--- src/rtl/nmi_tmo_bridge.sv ---
// Registered NMI request slice with bus timeout; optional error log via NMI_TMO_ERR_LOG_EN.
// Latency: request forwarded 1 cycle after m_valid_i, response 1 cycle after s_ready_i or timeout.
// Backpressure: one outstanding access; new requests are only taken in IDLE.
module nmi_tmo_bridge #(
    parameter int unsigned TIMEOUT_CYC = 256,
    parameter logic [31:0] ERR_RDATA   = 32'hDEAD_BEEF
) (
    input  logic        clk_i,
    input  logic        rst_i,
    input  logic        m_valid_i,
    input  logic [31:0] m_addr_i,
    input  logic [31:0] m_wdata_i,
    input  logic [3:0]  m_wstrb_i,
    output logic [31:0] m_rdata_o,
    output logic        m_ready_o,
    output logic        s_valid_o,
    output logic [31:0] s_addr_o,
    output logic [31:0] s_wdata_o,
    output logic [3:0]  s_wstrb_o,
    input  logic [31:0] s_rdata_i,
    input  logic        s_ready_i,
    output logic        err_o,
    input  logic        err_clr_i,
    output logic [31:0] err_addr_o,
    output logic [7:0]  err_cnt_o
);

    localparam int unsigned   CW       = $clog2(TIMEOUT_CYC + 1);
    localparam logic [CW-1:0] TMO_LAST = CW'(TIMEOUT_CYC - 1);

    typedef enum logic [1:0] {
        IDLE,
        REQ,
        RESP
    } state_t;

    state_t        state;
    logic [CW-1:0] cnt;
    logic          tmo_hit;

    // A ready on the final counted cycle takes precedence over the timeout.
    assign tmo_hit = (state == REQ) && !s_ready_i && (cnt == TMO_LAST);

    // m_rdata_o doubles as the response register so it holds between transactions.
    always_ff @(posedge clk_i) begin
        if (rst_i) begin
            state     <= IDLE;
            cnt       <= '0;
            s_valid_o <= 1'b0;
            m_ready_o <= 1'b0;
            m_rdata_o <= '0;
            s_addr_o  <= '0;
            s_wdata_o <= '0;
            s_wstrb_o <= '0;
        end else begin
            case (state)
                IDLE: begin
                    m_ready_o <= 1'b0;
                    if (m_valid_i) begin
                        s_addr_o  <= m_addr_i;
                        s_wdata_o <= m_wdata_i;
                        s_wstrb_o <= m_wstrb_i;
                        cnt       <= '0;
                        s_valid_o <= 1'b1;
                        state     <= REQ;
                    end
                end
                REQ: begin
                    // Leaves REQ at TMO_LAST at the latest, so cnt never exceeds TIMEOUT_CYC.
                    cnt <= cnt + CW'(1);
                    if (s_ready_i) begin
                        m_rdata_o <= s_rdata_i;
                        s_valid_o <= 1'b0;
                        m_ready_o <= 1'b1;
                        state     <= RESP;
                    end else if (cnt == TMO_LAST) begin
                        m_rdata_o <= ERR_RDATA;
                        s_valid_o <= 1'b0;
                        m_ready_o <= 1'b1;
                        state     <= RESP;
                    end
                end
                RESP: begin
                    m_ready_o <= 1'b0;
                    state     <= IDLE;
                end
                default: begin
                    s_valid_o <= 1'b0;
                    m_ready_o <= 1'b0;
                    state     <= IDLE;
                end
            endcase
        end
    end

    // Set wins over a simultaneous clear.
    always_ff @(posedge clk_i) begin
        if (rst_i) begin
            err_o <= 1'b0;
        end else if (tmo_hit) begin
            err_o <= 1'b1;
        end else if (err_clr_i) begin
            err_o <= 1'b0;
        end
    end

`ifdef NMI_TMO_ERR_LOG_EN
    logic [31:0] err_addr_q;
    logic [7:0]  err_cnt_q;

    always_ff @(posedge clk_i) begin
        if (rst_i) begin
            err_addr_q <= '0;
            err_cnt_q  <= '0;
        end else if (tmo_hit) begin
            err_addr_q <= s_addr_o;
            if (err_clr_i) begin
                err_cnt_q <= 8'd1;
            end else if (err_cnt_q != 8'hFF) begin
                err_cnt_q <= err_cnt_q + 8'd1;
            end
        end else if (err_clr_i) begin
            err_addr_q <= '0;
            err_cnt_q  <= '0;
        end
    end

    assign err_addr_o = err_addr_q;
    assign err_cnt_o  = err_cnt_q;
`else
    assign err_addr_o = '0;
    assign err_cnt_o  = '0;
`endif

endmodule

--- config.mk ---
export PLATFORM = sky130hd
export DESIGN_NAME = nmi_tmo_bridge
export DESIGN_NICKNAME = d
export VERILOG_FILES = /design/src/rtl/nmi_tmo_bridge.sv
export SDC_FILE = /design/constraint.sdc
export NUM_CORES = 1
export LEC_CHECK = 0
export CAP_MARGIN = 20
export CORE_MARGIN = 4
export CORE_UTILIZATION = 39
export CTS_CLUSTER_SIZE = 16
export DETAILED_ROUTE_END_ITERATION = 8
export GPL_TIMING_DRIVEN = 0
export PLACE_DENSITY = 0.79
export REMOVE_ABC_BUFFERS = 1
export SLEW_MARGIN = 20
export SYNTH_ARGS = -nofsm -noshare
export SYNTH_HDL_FRONTEND = slang
export SYNTH_SLANG_ARGS = --single-unit
--- constraint.sdc ---
create_clock -name clk_i -period 2.2 [get_ports clk_i]
set_input_delay 0.33 -clock clk_i [delete_from_list [all_inputs] [get_ports clk_i]]
set_output_delay 0.33 -clock clk_i [all_outputs]
set_load 0.01 [all_outputs]
======== Word level (Yosys, flattened, before mapping) ========
Cells that the tools add are included.
Widths: inputs -> output; s select.
operators by class
  $add $sub $neg .......................... 1
  eq/ne operators ......................... 5
  mux-type cells .......................... 16
  bitwise operators ....................... 2
  reductions and logical operators ........ 13
operators by type and width
  cell                 number
  $mux 32              2
  $pmux 9 s2           1
  $add 9x1->9 const B  1
  $eq 9x8->1 const B   1
  $mux 9               1
  $reduce_and 2->1     4
  $mux 1               7
  $mux 2               3
  $reduce_bool 2->1    3
  $pmux 2 s2           1
  $ne 3x2->1 const B   1
  $pmux 1 s3           1
  $reduce_and 3->1     1
  $eq 2x1->1 const B   1
  $eq 2x2->1 const B   1
  $logic_and 1x1->1    2
  $logic_not 2->1      1
  $ne 2x2->1 const B   1
  $not 1->1            2
  $reduce_or 2->1      1
  $logic_not 1->1      1
word-level totals
  register bits after elaboration ......... 114
  input port bits ......................... 105
  output and inout bits ................... 143
  word-level logic and storage cells ...... 46

======== Logic depth before layout (Yosys ltp) ========
  depth in word-level cells ............... 4
  mapped depth ............................ 9

======== Least setup slack after synthesis ========
OpenSTA, ideal clock, no wires.
  path kind ............................... reg2reg
  start point ............................. register cnt[0]
  end point ............................... register m_rdata_o[12]
  library setup time ...................... 0.078 ns
  arrival ................................. 1.759 ns
  data required time ...................... 2.122 ns
  slack ................................... 0.363 ns
  stages on the path, launching flop included .. 10
  buffers on the path ..................... 2
  period minus slack after synthesis ...... 1.837 ns
  cell sequence ........................... dfxtp_1 -> ha_1 -> nand2_1 -> nor3_1 -> ha_1 -> or2_2 -> clkbuf_1 -> buf_2 -> a21oi_1 -> nor3_1
between the ends
  longest elaborated chain between the ends .. 3
RTL lines
  item                                line  source
  start: declaration                  38    logic [CW-1:0] cnt;
  start signal: assignment            70    cnt <= cnt + CW'(1);
  $eq 9x8->1                          76    end else if (cnt == TMO_LAST) begin
  $reduce_bool 2->1 (no source line)  --
  $reduce_and 2->1 (no source line)   --
  end signal: assignment              72    m_rdata_o <= s_rdata_i;
  end: declaration                    14    output logic [31:0] m_rdata_o,
No other way between the ends.
A chain may end at the register's enable or synchronous reset.

======== Final worst setup path ========
  start point ............................. register state[0]
  end point ............................... register m_rdata_o[28]
between the ends
  longest elaborated chain between the ends .. 2
RTL lines
  item                               line  source
  start: declaration                 37    state_t state;
  start signal: assignment           47    state <= IDLE;
  start signal: assignment           65    state <= REQ;
  start signal: assignment           75    state <= RESP;
  $eq 2x1->1                         56    case (state)
  $reduce_and 2->1 (no source line)  --
No other way between the ends.

==> impl_metrics.toml <==
[sta]
final-max-slew-violation-count = 0
hold_violations = 0
fin_worst_skew_ns = 0.00550
relSlewSlack = 0.359
fin_hold_ws_ns = 0.451
finalSetupViolCount = 0
rsz0062_at_grt = "no"
tightestPinTransition_ns = 0.959
fin_crit_sh = 0.886
finalSetupTns_ns = 0
period_minus_slack_ns = 1.95
fmax_ghz = 0.513

[layout]
nets = 855
drive_gt1_frac = 0.0566
nFillCells = 917
antennaDiodeCount = 0
final-seq-area_um2 = 2280
fin_util = 0.641
multi_input_area_um2 = 1850
area_delta_synth_final_pct = 58.4

[die]
die_y_um = 115
rows = 38
die-area_um2 = 13200
core_area_um2 = 11000
start_util = 0.405
chipWidth_um = 115
io_pins = 248

[placed_design]
io_buffers = 207
hpwl_um = 9350
gp_congestion = 0.779

[status]
status = "completed"

[logic_synthesis]
synthCells = 557
synth_cell_types = 34
synth_edf_count = 0
synth_area_leader_cell = "dfxtp_1"
yosysMostFrequentCell = "nand2_1"
synth_flop_cell = "dfxtp_1"
ys_seq_area_frac = 0.511
netlist_top_cells_area = "dfxtp_1 51%, nand2_1 13%, a21oi_1 12%"
avgSynthCellArea_um2 = 8.01
ys_warn_count = 0
async_flop_share = 0
ys_seq_elements = 114
synth_top_area_share = 0.511
yosys-top-cells-count = "151 x nand2_1, 114 x dfxtp_1, 109 x a21oi_1"
syn_area_um2 = 4460

[critical_path]
cpPeakStageDelay_ns = 0.77
critPathTopFamily = "simple AND/OR/NAND/NOR gates"
crit_path_end_kind = "flop"
start_kind = "flop"
required_ns = 2.45
critPathBufInv = 0
arrival_ns = 2.20
path_cells = "nand3b_1 -> nor2_1 -> nor3_1"
critical_path_class = "reg -> reg"
cp_slowest_cell = "nand3b_1"
cp_max_fo = 24

[clock_tree]
clock_latency_ns = 0.40
clk_pin_slew_ns = 0.05
cts_buffers = 17
postCtsSetupRepairBufs = 0
clock_tree.root_cell = "clkbuf_16"
clockBufferDepth = 2
cts_tree = "done"
cts_max_level = 4
cts.sinks = 114

[power_and_ir_drop]
cellLeakagePower_nw = 2.70
total_power_w = 0.00587
ir_drop_mv = 0.556
p_per_area_nw_per_um2 = 830

[min_path]
hold_class = "reg -> reg"

[route]
drc = 0
wl_per_cell_um = 14.5
wl_um = 13100
vias = 4384
final_antenna_net_count = 0
drtIter0Drc = 320
drt-vias-per-instance = 4.87
first_pass_iters = 4

[grt]
groute.usage.overall = 0.192
grt_max_degree = 64
grt_pass1_vias = 4309
antenna_found_initial = 0
overflow = 0
grt_pass1_wl_um = 20600

[job]
drv_cap = 0
-- path summary, 6_finish.rpt --
| kind | start | end | slack, ns | cells after the start |
|---|---|---|---|---|
| worst min-delay path | s_addr_o[7] | s_addr_o[7] | 0.45 | 2 |
| worst max register to register | state[0] | m_rdata_o[28] | 0.25 | 3 |
| worst max-delay path | state[0] | m_rdata_o[28] | 0.25 | 3 |
| worst min register to register | s_addr_o[7] | s_addr_o[7] | 0.45 | 2 |
-- layout make-up --
| type | instances | share of cell area |
|---|---|---|
| tap | 140 | 0.0248 |
| sequential | 114 | 0.323 |
| clock inverter | 10 | 0.0188 |
| timing repair buffer | 213 | 0.305 |
| inverter | 2 | 0.00106 |
| clock buffer | 21 | 0.0665 |
| multi-input combinational | 400 | 0.261 |
-- kinds of logic (layout without fill, tap and decap cells) --
group / after synthesis / in the layout / synth area share
DFF: 114 / 114 / 0.511
muxes: 1 / 1 / 0.00224
adders and majority gates: 2 / 2 / 0.00560
buffers and inverters: 82 / 246 / 0.110
and+or+nand+nor: 231 / 231 / 0.224
other: 1 / 40 / 0.000840
AOI/OAI and AO/OA: 126 / 126 / 0.145
-- tightest hold or removal path, cell delays in order, from the launching register on --
cell	delay (ns)
dfxtp_1	0.30
nand2_1	0.05
a21oi_1	0.05
-- sequential cells by signal (all words and copies together), names as in the netlist --
name and cells:
s_addr_o 32, s_wdata_o 32, cnt 9, err_o 1, s_valid_o 1, s_wstrb_o 4
state 2, m_rdata_o 32, m_ready_o 1
-- cells in the final DEF (no fill, tap or decap), types with 4 or more instances in the layout --
master,instances
nand2_1,151
conb_1,40
a21oi_1,109
nor2_1,29
o21ai_0,9
dfxtp_1,114
buf_6,4
nand3_1,4
clkbuf_16,17
clkinv_2,4
clkdlybuf4s50_1,206
nor3_1,27
-- per-stage QoR --
stage               cells  setup slack [ns]  cell area [um2]
floorplan             516            -0.572             4130
global placement      863             -2.28             6370
detailed placement    869             0.127             6470
CTS                   900             0.143             7070
global route          900            0.0400             7070
finish                900             0.251             7070
-- repair_timing --
item / CTS / global route
endpoints found under the setup margin: 0 / 12
hold buffers: 0 / 0
resized for setup: 0 / 1
hold endpoints to repair: 0 / 0
-- routing by layer --
layer | up-vias | part of all wire | global-route usage
met5 | - | 0 | 0
met4 | 0 | 0.024 | 0.0892
met3 | 21 | 0.10 | 0.0684
met2 | 207 | 0.48 | 0.322
met1 | 2013 | 0.40 | 0.219
li1 | 2143 | - | -
-- power by group --
| part | internal (W) | total, W | leakage [nW] | switching [W] |
|---|---|---|---|---|
| Clock | 0.00185 | 0.00277 | 0.291 | 0.000918 |
| Combinational | 0.000452 | 0.000839 | 1.47 | 0.000387 |
| Sequential | 0.00219 | 0.00225 | 0.933 | 0.0000684 |
(Power assumes the default switching activity.)
